`src/rtl/solver_pkg.sv`:
```
// Shared types for the solver dispatcher: per-slot and dispatch FSM encodings
// plus the iteration-count sentinel reported when a pixel hits the limit.
package solver_pkg;

    typedef enum logic [1:0] {
        SLOT_IDLE    = 2'd0,
        SLOT_LOADING = 2'd1,
        SLOT_BUSY    = 2'd2,
        SLOT_DONE    = 2'd3
    } slot_state_t;

    typedef enum logic [1:0] {
        DISPATCH_IDLE  = 2'd0,
        DISPATCH_LOAD  = 2'd1,
        DISPATCH_START = 2'd2
    } dispatch_state_t;

    localparam int COUNT_BITS = 16;
    localparam logic [15:0] ITER_LIMIT_HIT = 16'hFFFF;

endpackage

```
`src/rtl/rr_pick.sv`:
```
// Round-robin picker: first asserted request at or after ptr, wrapping modulo N.
// N must be a power of two so the pointer arithmetic wraps naturally.
module rr_pick #(
    parameter int N  = 4,
    parameter int IW = $clog2(N)
) (
    input  logic [N-1:0]  req,
    input  logic [IW-1:0] ptr,
    output logic          valid,
    output logic [N-1:0]  grant,
    output logic [IW-1:0] index
);

    logic [IW-1:0] cand_s;

    // Scan from the pointer and keep the first hit
    always_comb begin
        valid  = 1'b0;
        index  = {IW{1'b0}};
        cand_s = {IW{1'b0}};
        for (int k = 0; k < N; k++) begin
            cand_s = ptr + IW'(k);
            if (!valid && req[cand_s]) begin
                valid = 1'b1;
                index = cand_s;
            end else begin
                valid = valid;
            end
        end
        if (valid) begin
            grant = {{(N-1){1'b0}}, 1'b1} << index;
        end else begin
            grant = {N{1'b0}};
        end
    end

endmodule

```
`src/rtl/solver_dispatch.sv`:
```
// Shares NUM_SOLVERS fractal solver cores between one job stream: broadcasts
// configuration, loads/starts jobs on free cores, and collects tagged results.
module solver_dispatch
    import solver_pkg::*;
#(
    parameter int NUM_SOLVERS     = 4,
    parameter int LIMB_INDEX_BITS = 6,
    parameter int LIMB_BITS       = 32,
    parameter int TAG_BITS        = 16
) (
    input  logic                               clock,
    input  logic                               reset,
    input  logic                               cfg_wr_en,
    input  logic [LIMB_INDEX_BITS-1:0]         cfg_num_limbs,
    input  logic [15:0]                        cfg_iter_lim,
    output logic                               cfg_busy,
    input  logic                               job_valid,
    output logic                               job_ready,
    input  logic [TAG_BITS-1:0]                job_tag,
    input  logic                               limb_valid,
    output logic                               limb_ready,
    input  logic [LIMB_BITS-1:0]               limb_cre,
    input  logic [LIMB_BITS-1:0]               limb_cim,
    output logic                               sol_wr_num_limbs_en,
    output logic [LIMB_INDEX_BITS-1:0]         sol_num_limbs,
    output logic                               sol_wr_iter_lim_en,
    output logic [15:0]                        sol_iter_lim,
    output logic [NUM_SOLVERS-1:0]             sol_wr_en,
    output logic [LIMB_INDEX_BITS-1:0]         sol_wr_limb,
    output logic [LIMB_BITS-1:0]               sol_cre,
    output logic [LIMB_BITS-1:0]               sol_cim,
    output logic [NUM_SOLVERS-1:0]             sol_start,
    input  logic [NUM_SOLVERS-1:0]             sol_out_ready,
    input  logic [COUNT_BITS*NUM_SOLVERS-1:0]  sol_iter_count,
    output logic                               res_valid,
    input  logic                               res_ready,
    output logic [TAG_BITS-1:0]                res_tag,
    output logic [15:0]                        res_count
);

    localparam int IW = $clog2(NUM_SOLVERS);
    localparam logic [NUM_SOLVERS-1:0] ONE_HOT_0 = {{(NUM_SOLVERS-1){1'b0}}, 1'b1};

    dispatch_state_t                state_r, state_next_s;
    slot_state_t                    slot_r [NUM_SOLVERS];
    logic [TAG_BITS-1:0]            tag_r  [NUM_SOLVERS];
    logic [NUM_SOLVERS-1:0]         idle_vec_s, done_vec_s, rise_s, out_ready_d_r;
    logic [NUM_SOLVERS-1:0]         idle_grant_s, done_grant_s;
    logic [NUM_SOLVERS-1:0]         wr_en_s, start_s;
    logic                           idle_valid_s, done_valid_s;
    logic [IW-1:0]                  idle_idx_s, done_idx_s;
    logic [IW-1:0]                  disp_ptr_r, coll_ptr_r, slot_sel_r;
    logic [LIMB_INDEX_BITS-1:0]     limb_cnt_r, num_limbs_r;
    logic [15:0]                    iter_lim_r;
    logic                           cfg_pulse_r, cfg_busy_s, cfg_accept_s;
    logic                           job_ready_s, limb_ready_s;
    logic                           job_accept_s, limb_beat_s, last_beat_s;
    logic                           res_free_s, load_res_s;
    logic                           res_valid_r;
    logic [TAG_BITS-1:0]            res_tag_r;
    logic [15:0]                    res_count_r;

    // Slot occupancy vectors feeding the two round-robin pickers
    always_comb begin
        idle_vec_s = {NUM_SOLVERS{1'b0}};
        done_vec_s = {NUM_SOLVERS{1'b0}};
        for (int i = 0; i < NUM_SOLVERS; i++) begin
            idle_vec_s[i] = (slot_r[i] == SLOT_IDLE);
            done_vec_s[i] = (slot_r[i] == SLOT_DONE);
        end
    end

    rr_pick #(.N(NUM_SOLVERS)) u_idle_pick (
        .req   (idle_vec_s),
        .ptr   (disp_ptr_r),
        .valid (idle_valid_s),
        .grant (idle_grant_s),
        .index (idle_idx_s)
    );

    rr_pick #(.N(NUM_SOLVERS)) u_done_pick (
        .req   (done_vec_s),
        .ptr   (coll_ptr_r),
        .valid (done_valid_s),
        .grant (done_grant_s),
        .index (done_idx_s)
    );

    assign cfg_busy_s   = (state_r != DISPATCH_IDLE) || (idle_vec_s != {NUM_SOLVERS{1'b1}});
    assign cfg_accept_s = cfg_wr_en && !cfg_busy_s;
    assign job_accept_s = job_valid && job_ready_s;
    assign limb_beat_s  = limb_valid && limb_ready_s;
    assign last_beat_s  = limb_beat_s && (limb_cnt_r == (num_limbs_r - LIMB_INDEX_BITS'(1)));
    assign rise_s       = sol_out_ready & ~out_ready_d_r;
    assign res_free_s   = !res_valid_r || res_ready;
    assign load_res_s   = res_free_s && done_valid_s;

    // Configuration latch; zero limbs is meaningless and is clamped to one
    always_ff @(posedge clock) begin
        if (!reset) begin
            num_limbs_r <= LIMB_INDEX_BITS'(1);
            iter_lim_r  <= 16'd0;
            cfg_pulse_r <= 1'b0;
        end else begin
            cfg_pulse_r <= cfg_accept_s;
            if (cfg_accept_s) begin
                num_limbs_r <= (cfg_num_limbs == {LIMB_INDEX_BITS{1'b0}}) ?
                               LIMB_INDEX_BITS'(1) : cfg_num_limbs;
                iter_lim_r  <= cfg_iter_lim;
            end
        end
    end

    // Dispatch FSM state register
    always_ff @(posedge clock) begin
        if (!reset) begin
            state_r <= DISPATCH_IDLE;
        end else begin
            state_r <= state_next_s;
        end
    end

    // Dispatch FSM next-state logic
    always_comb begin
        state_next_s = state_r;
        case (state_r)
            DISPATCH_IDLE:  state_next_s = job_accept_s ? DISPATCH_LOAD : DISPATCH_IDLE;
            DISPATCH_LOAD:  state_next_s = last_beat_s ? DISPATCH_START : DISPATCH_LOAD;
            DISPATCH_START: state_next_s = DISPATCH_IDLE;
            default:        state_next_s = DISPATCH_IDLE;
        endcase
    end

    // Dispatch FSM outputs; jobs are held off while a config write is in progress
    always_comb begin
        job_ready_s  = 1'b0;
        limb_ready_s = 1'b0;
        wr_en_s      = {NUM_SOLVERS{1'b0}};
        start_s      = {NUM_SOLVERS{1'b0}};
        case (state_r)
            DISPATCH_IDLE: begin
                job_ready_s = reset && idle_valid_s && !cfg_accept_s && !cfg_pulse_r;
            end
            DISPATCH_LOAD: begin
                limb_ready_s = 1'b1;
                if (limb_valid) begin
                    wr_en_s = ONE_HOT_0 << slot_sel_r;
                end else begin
                    wr_en_s = {NUM_SOLVERS{1'b0}};
                end
            end
            DISPATCH_START: begin
                start_s = ONE_HOT_0 << slot_sel_r;
            end
            default: begin
                job_ready_s = 1'b0;
            end
        endcase
    end

    // Job acceptance bookkeeping: target slot, tag, limb counter, dispatch pointer
    always_ff @(posedge clock) begin
        if (!reset) begin
            slot_sel_r <= {IW{1'b0}};
            disp_ptr_r <= {IW{1'b0}};
            limb_cnt_r <= {LIMB_INDEX_BITS{1'b0}};
            for (int i = 0; i < NUM_SOLVERS; i++) begin
                tag_r[i] <= {TAG_BITS{1'b0}};
            end
        end else if (job_accept_s) begin
            slot_sel_r         <= idle_idx_s;
            disp_ptr_r         <= idle_idx_s + IW'(1);
            limb_cnt_r         <= {LIMB_INDEX_BITS{1'b0}};
            tag_r[idle_idx_s]  <= job_tag;
        end else if (limb_beat_s) begin
            limb_cnt_r <= limb_cnt_r + LIMB_INDEX_BITS'(1);
        end
    end

    // Delayed out_ready so only a fresh rising edge marks a core finished
    always_ff @(posedge clock) begin
        if (!reset) begin
            out_ready_d_r <= {NUM_SOLVERS{1'b0}};
        end else begin
            out_ready_d_r <= sol_out_ready;
        end
    end

    // Per-slot lifecycle: IDLE -> LOADING -> BUSY -> DONE -> IDLE
    always_ff @(posedge clock) begin
        for (int i = 0; i < NUM_SOLVERS; i++) begin
            if (!reset) begin
                slot_r[i] <= SLOT_IDLE;
            end else begin
                case (slot_r[i])
                    SLOT_IDLE: begin
                        if (job_accept_s && idle_grant_s[i]) slot_r[i] <= SLOT_LOADING;
                    end
                    SLOT_LOADING: begin
                        if (state_r == DISPATCH_START && slot_sel_r == IW'(i)) slot_r[i] <= SLOT_BUSY;
                    end
                    SLOT_BUSY: begin
                        if (rise_s[i]) slot_r[i] <= SLOT_DONE;
                    end
                    SLOT_DONE: begin
                        if (load_res_s && done_grant_s[i]) slot_r[i] <= SLOT_IDLE;
                    end
                    default: slot_r[i] <= SLOT_IDLE;
                endcase
            end
        end
    end

    // Result register; count is sampled from the core only at load time
    always_ff @(posedge clock) begin
        if (!reset) begin
            res_valid_r <= 1'b0;
            res_tag_r   <= {TAG_BITS{1'b0}};
            res_count_r <= 16'd0;
            coll_ptr_r  <= {IW{1'b0}};
        end else if (load_res_s) begin
            res_valid_r <= 1'b1;
            res_tag_r   <= tag_r[done_idx_s];
            res_count_r <= sol_iter_count[COUNT_BITS*done_idx_s +: COUNT_BITS];
            coll_ptr_r  <= done_idx_s + IW'(1);
        end else if (res_free_s) begin
            res_valid_r <= 1'b0;
        end
    end

    assign cfg_busy            = cfg_busy_s;
    assign job_ready           = job_ready_s;
    assign limb_ready          = limb_ready_s;
    assign sol_wr_num_limbs_en = cfg_pulse_r;
    assign sol_wr_iter_lim_en  = cfg_pulse_r;
    assign sol_num_limbs       = num_limbs_r;
    assign sol_iter_lim        = iter_lim_r;
    assign sol_wr_en           = wr_en_s;
    assign sol_wr_limb         = limb_cnt_r;
    assign sol_cre             = limb_cre;
    assign sol_cim             = limb_cim;
    assign sol_start           = start_s;
    assign res_valid           = res_valid_r;
    assign res_tag             = res_tag_r;
    assign res_count           = res_count_r;

endmodule

```
`config.mk`:
```
export PLATFORM = sky130hd
export DESIGN_NAME = solver_dispatch
export DESIGN_NICKNAME = d
export VERILOG_FILES = /design/src/rtl/solver_pkg.sv /design/src/rtl/rr_pick.sv /design/src/rtl/solver_dispatch.sv
export SDC_FILE = /design/constraint.sdc
export NUM_CORES = 1
export LEC_CHECK = 0
export CORE_UTILIZATION = 39
export DETAILED_ROUTE_END_ITERATION = 6
export GPL_ROUTABILITY_DRIVEN = 0
export PLACE_DENSITY = 0.78
export SLEW_MARGIN = 5
export SYNTH_ARGS = -nofsm -noshare
export SYNTH_HDL_FRONTEND = slang
export SYNTH_SLANG_ARGS = --single-unit
```
`constraint.sdc`:
```
create_clock -name clock -period 3.8 [get_ports clock]
set_clock_uncertainty 0.2 [all_clocks]
set_input_delay 0.76 -clock clock [delete_from_list [all_inputs] [get_ports clock]]
set_output_delay 0.76 -clock clock [all_outputs]
set_load 0.01 [all_outputs]
```
## After elaboration in Yosys (flattened, before gate mapping)

Memories as Yosys holds them, arrays and structs flattened. A register that Yosys moved wholly into a read port is not among the register bits.
Cells that the tools add are included.

| cells by class | value |
|---|---|
| $add $sub $neg | 10 |
| magnitude comparators | 8 |
| equality and inequality tests | 19 |
| shift operators | 4 |
| mux-type cells | 132 |
| bitwise operators | 19 |
| reduce and logical (&&, ||, !) cells | 50 |

Operators with widths:

| cell | number |
|---|---|
| two-way mux 1 bit | 90 |
| indexed part select 64 x 7 -> 16 bit | 1 |
| two-way mux 2 bit | 26 |
| logical AND 1 bit | 26 |
| less-than comparator 2 x 3 -> 1 bit, second input constant | 8 |
| == test 2 bit, second input constant | 11 |
| two-way mux 4 bit | 5 |
| binary-select mux 1 bit (select 2 bit) | 8 |
| two-way mux 16 bit | 1 |
| OR 1 bit | 16 |
| OR reduction 16 bit | 1 |
| == test 2 x 1 -> 1 bit, second input constant | 6 |
| logical NOT 2 bit | 6 |
| left shift 1 x 2 -> 4 bit, first input constant | 3 |
| logical NOT 1 bit | 11 |
| adder 2 x 1 -> 2 bit, second input constant | 4 |
| adder 2 bit, second input constant | 4 |
| adder 6 x 1 -> 6 bit, second input constant | 1 |
| == test 6 bit | 1 |
| logical NOT 6 bit | 1 |
| two-way mux 6 bit | 1 |
| subtractor 6 x 1 -> 6 bit, second input constant | 1 |
| bitwise AND 4 bit | 1 |
| != test 4 bit, second input constant | 1 |
| 6 further kinds | 8 |

| word-level totals | value |
|---|---|
| bits in registers | 58 |
| bits in writable memories | 72 |
| input bits | 176 |
| word-level logic and storage cells | 255 |
| memories | 2 |

Memories:

| memory | words | width | rd ports | clocked after memory_dff | wr ports | RTL line | text |
|---|---|---|---|---|---|---|---|
| tag_r | 4 | 16 | 1 | 1 | 4 | solver_dispatch.sv:46 | `logic [TAG_BITS-1:0] tag_r [NUM_SOLVERS];` |
| slot_r | 4 | 2 | 4 | 0 | 4 | solver_dispatch.sv:45 | `slot_state_t slot_r [NUM_SOLVERS];` |

## Logic depth before layout (Yosys ltp)

| depth | value |
|---|---|
| depth in word-level cells | 27 |
| gate-level depth with buffers | 11 |
| gate-level depth less buffers | 8 |

## Hierarchy

Synthesis repeated with hierarchy kept, for this count alone.

| unflattened totals | value |
|---|---|
| cells, all modules | 719 |
| area, all modules | 7512.2 um2 |

By module, submodules not included:

| module | times used | cells each | area each (um2) |
|---|---|---|---|
| solver_dispatch | 1 | 655 | 7146.9 |
| rr_pick | 2 | 32 | 182.7 |

## Least setup slack after synthesis

No wires, ideal clock.

| path | value |
|---|---|
| path type | input-to-reg |
| start | in reset |
| end | mem tag_r[0][0], enable pin |
| arrival time | 3.081 ns |
| required time | 3.189 ns |
| slack | 0.107 ns |
| cell stages on the path | 6 |
| path buffers | 1 |
| cells stage by stage | inv_2 > or4_4 > nor4b_4 > buf_6 > nand2_1 > o21ai_0 |

RTL lines:

| what | RTL line | text |
|---|---|---|
| from (decl) | solver_dispatch.sv:12 | `input logic reset,` |
| to (decl) | solver_dispatch.sv:46 |  |

## Final worst setup path

| path | value |
|---|---|
| start | in reset |
| end | out job_ready |

| on the way | value |
|---|---|
| word-level cells in the longest chain between the ends | 4 |

RTL lines:

| what | RTL line | text |
|---|---|---|
| logical AND 1 bit (3 in a row) | solver_dispatch.sv:142 | `job_ready_s = reset && idle_valid_s && !cfg_accept_s && !cfg_pulse_r;` |
| two-way mux 1 bit | solver_dispatch.sv:140 | `case (state_r)` |
| to (decl) | solver_dispatch.sv:18 | `output logic job_ready,` |

Every way passes these cells.

==> impl_results.md <==
- Status: finished, violations left
- Failing checks: DRC
- Iter 0 DRT Violations: about 270
- DRT antenna net count: 0
- I/O Buffers: 185
- Clock latency on the worst-skew pair: 0.43 ns
- Vias in the first global route: 5597
- PD cells: around 460 nW/µm²
- CP max-delay cell: clkdlybuf4s50_1
- Layout Nets: 998
- Crit path DAT: 2.72 ns
- Critical path class: in2out
- Sequential Power Share: 43.2%
- Starting Density: 40.0%
- First-pass GRT wire length: 28.7 mm
- Max clock buf depth: 2
- Post-cts sizing count: 0
- Largest net degree at the start of global routing: 65
- #FFs+latches synth: 146
- GRT Overall Usage: 19.1%
- CTS tree: built
- RSZ-0062 raised after global routing: no
- Total negative slack: 0 ns
- Fin Hold WS: 0.253 ns
- Routed WL: about 18 mm
- Most frequent cell after synthesis: nand2_1
- Share of layout cells above drive strength 1: 6.91%
- Clock power frac: 38.9%
- Synth Instances: ~700
- Finished Core Util: 52.1%
- Pre-CTS WS: 0.174 ns
- Reg2reg setup slack: 0.83 ns
- # rows: ~50
- N_diodes: 0
- Ys Warns: 0
- Tcrit/Tclk final: 96.8%
- Gr ovfl total: 0
- Final Hold Violating Endpoints: 0
- Post-synth EDFFs: a little over 70
- FMAX: 272 MHz
- CP max stage delay: 0.61 ns
- Most Frequent Cell on Critical Path: clkdlybuf4s50_1
- Initial antenna violation count: 1
- Vias per cell: between 5 and 6
- Post-CTS Setup Inserts: 0
- CP Launch Type: input port
- Largest area contributor in the netlist: edfxtp_1
- Worst setup EP type: output port
- Area of the mapped netlist: about 7200 µm²
- Die area: 19100 µm²
- Clk sink count: 146
- Pre-antenna DRT Iters: 6
- Final setup vio count: 0
- Final Max Slew Viols: 0
- Worst path required time: roughly 2.8 ns
- CTS buffer count: 17
- # fillers: 1595
- Hold-fix buffers at CTS: 0
- Syn avg cell area: between 10 and 15 µm²
- Die H: 138 µm
- Rel. slew slack: between 50% and 60%
- Max-cap check violation count: 0
- Worst-path clk slew: approximately 0.06 ns
- Die width: 138 µm
- Synthesis-to-layout area growth: 30.2%
- DRC Markers: 50
- P_leak: 3.48 nW
- Top cells by instance count after synthesis: nand2_1, dfxtp_1, edfxtp_1, buf_4, mux2i_1
- DPL Wire Length: 11.8 mm
- Post-synth ARST share: 0%
- Peak VDD IR: between 300 and 400 µV
- Core box area: 18100 µm²
- Power Internal: 3.17 mW
- Worst-path cell chain: clkdlybuf4s50_1 -> inv_2 -> or4_4 -> nor3_1 -> clkdlybuf4s50_1
- Post-synth top flop: dfxtp_1
- Share of the synthesized area in the top cell type: 29.9%
- Boundary pin count: 314
- Slew @ Worst Pin: 0.693 ns
- Tmin final: 3.68 ns
- Cell variety after synth: 57
- Mean routed wirelength per cell: ~17 µm
- Psw: approximately 1.2 mW
- Register area share after synthesis: 50.3%
- Ranking of synthesized cells by area: edfxtp_1, dfxtp_1, mux2i_1
- Largest fanout on the critical path: 2
- H-Tree Depth: 4
- Hold crit path type: reg2reg
- Via count: ~5500
- Combinational power share: 17.9%
- Syn Nets: around 880
- Clock Tree Root: clkbuf_16
- Final worst setup slack: 0.123 ns
- Pwr Total: approximately 4.4 mW
- Net Sw Frac: 27.3%
cells by family (layout without fill, tap and decap cells):
logic type / count (synthesis) / count (layout) / synth area share, %
muxes: 66 / 66 / 9.13
xor gates and xnor gates: 13 / 13 / 1.57
and+or+nand+nor: 249 / 249 / 17.9
AOI/OAI and AO/OA: 97 / 97 / 9.23
DFF: 146 / 146 / 50.3
adders and majority gates: 10 / 10 / 1.73
buffers and inverters: 116 / 244 / 10.1
flip-flops by register name, indices dropped and copies added, names as in the netlist, 4 cells and up:
signal / flops
sol_num_limbs: 6
res_count: 16
sol_wr_limb: 6
res_tag: 16
slot_r: 8
sol_iter_lim: 16
out_ready_d_r: 4
tag_r: 64
stage by stage:
stage	instance area (µm²)	std cells
after global placement	8820	1022
after global routing	9420	1054
after floorplan	7240	697
after detailed placement	8820	1022
final	9420	1054
after CTS	9420	1054
metal layers:
metal  part of all wire (%)  vias up  track usage, %
li1                       -     2651               -
met1                     41     2576            21.5
met2                     48      247            32.9
met3                    8.9       32            7.00
met4                    2.1        2            7.33
met5                  0.073        -               0
worst max-delay path, delay by kind of cell:
family / cells / cell delay, ns
simple gates: 2 / 0.79
buf+inv: 3 / 1.16
path summary, 6_finish.rpt:
kind                    startpoint          endpoint  depth (start not counted)
setup reg to reg      slot_r[2][1]      slot_r[2][0]                          7
setup / recovery             reset         job_ready                          5
hold reg to reg   sol_iter_lim[13]  sol_iter_lim[13]                          2
hold / removal    sol_iter_lim[13]  sol_iter_lim[13]                          2
cell usage in the layout, fill, tap and decap left out, types with 2 or more instances in the layout:
cell	n
a211oi_1	2
a21oi_1	27
a22oi_1	2
a31oi_1	3
and2_1	56
and3_1	16
buf_4	15
clkbuf_16	20
clkdlybuf4s50_1	185
clkinv_4	2
dfxtp_1	74
edfxtp_1	72
ha_1	10
inv_1	10
inv_4	4
inv_6	2
inv_8	2
mux2i_1	66
nand2_1	98
nand2b_1	4
nand3_1	7
nand3_2	2
nand3b_1	6
nand4_1	6
nor2_1	26
nor3_1	8
nor4_1	3
o21ai_0	12
o21ai_1	4
o221ai_1	32
o22ai_1	3
or2_2	2
or4bb_1	3
xnor2_1	5
xor2_1	8
area by class of cell:
cell class	count	area [µm²]	share of cell area, %
tap	229	287	3.04
clock inverter	10	82.6	0.876
timing repair buffer	201	1980	21.1
clock buffer	22	518	5.50
sequential	146	3640	38.7
inverter	11	41.3	0.438
multi-input combinational	435	2870	30.4
power by group through the flow:
stage | clock (mW) | sequential [mW] | combinational, mW
final | 1.70 | 1.88 | 0.780
after global routing | 1.79 | 1.89 | 0.850
after CTS | 1.71 | 1.88 | 0.787
after detailed placement | 0 | 1.91 | 0.781
after global placement | 0 | 1.91 | 0.770
after floorplan | 0 | 1.90 | 0.492
(Power assumes the default switching activity.)
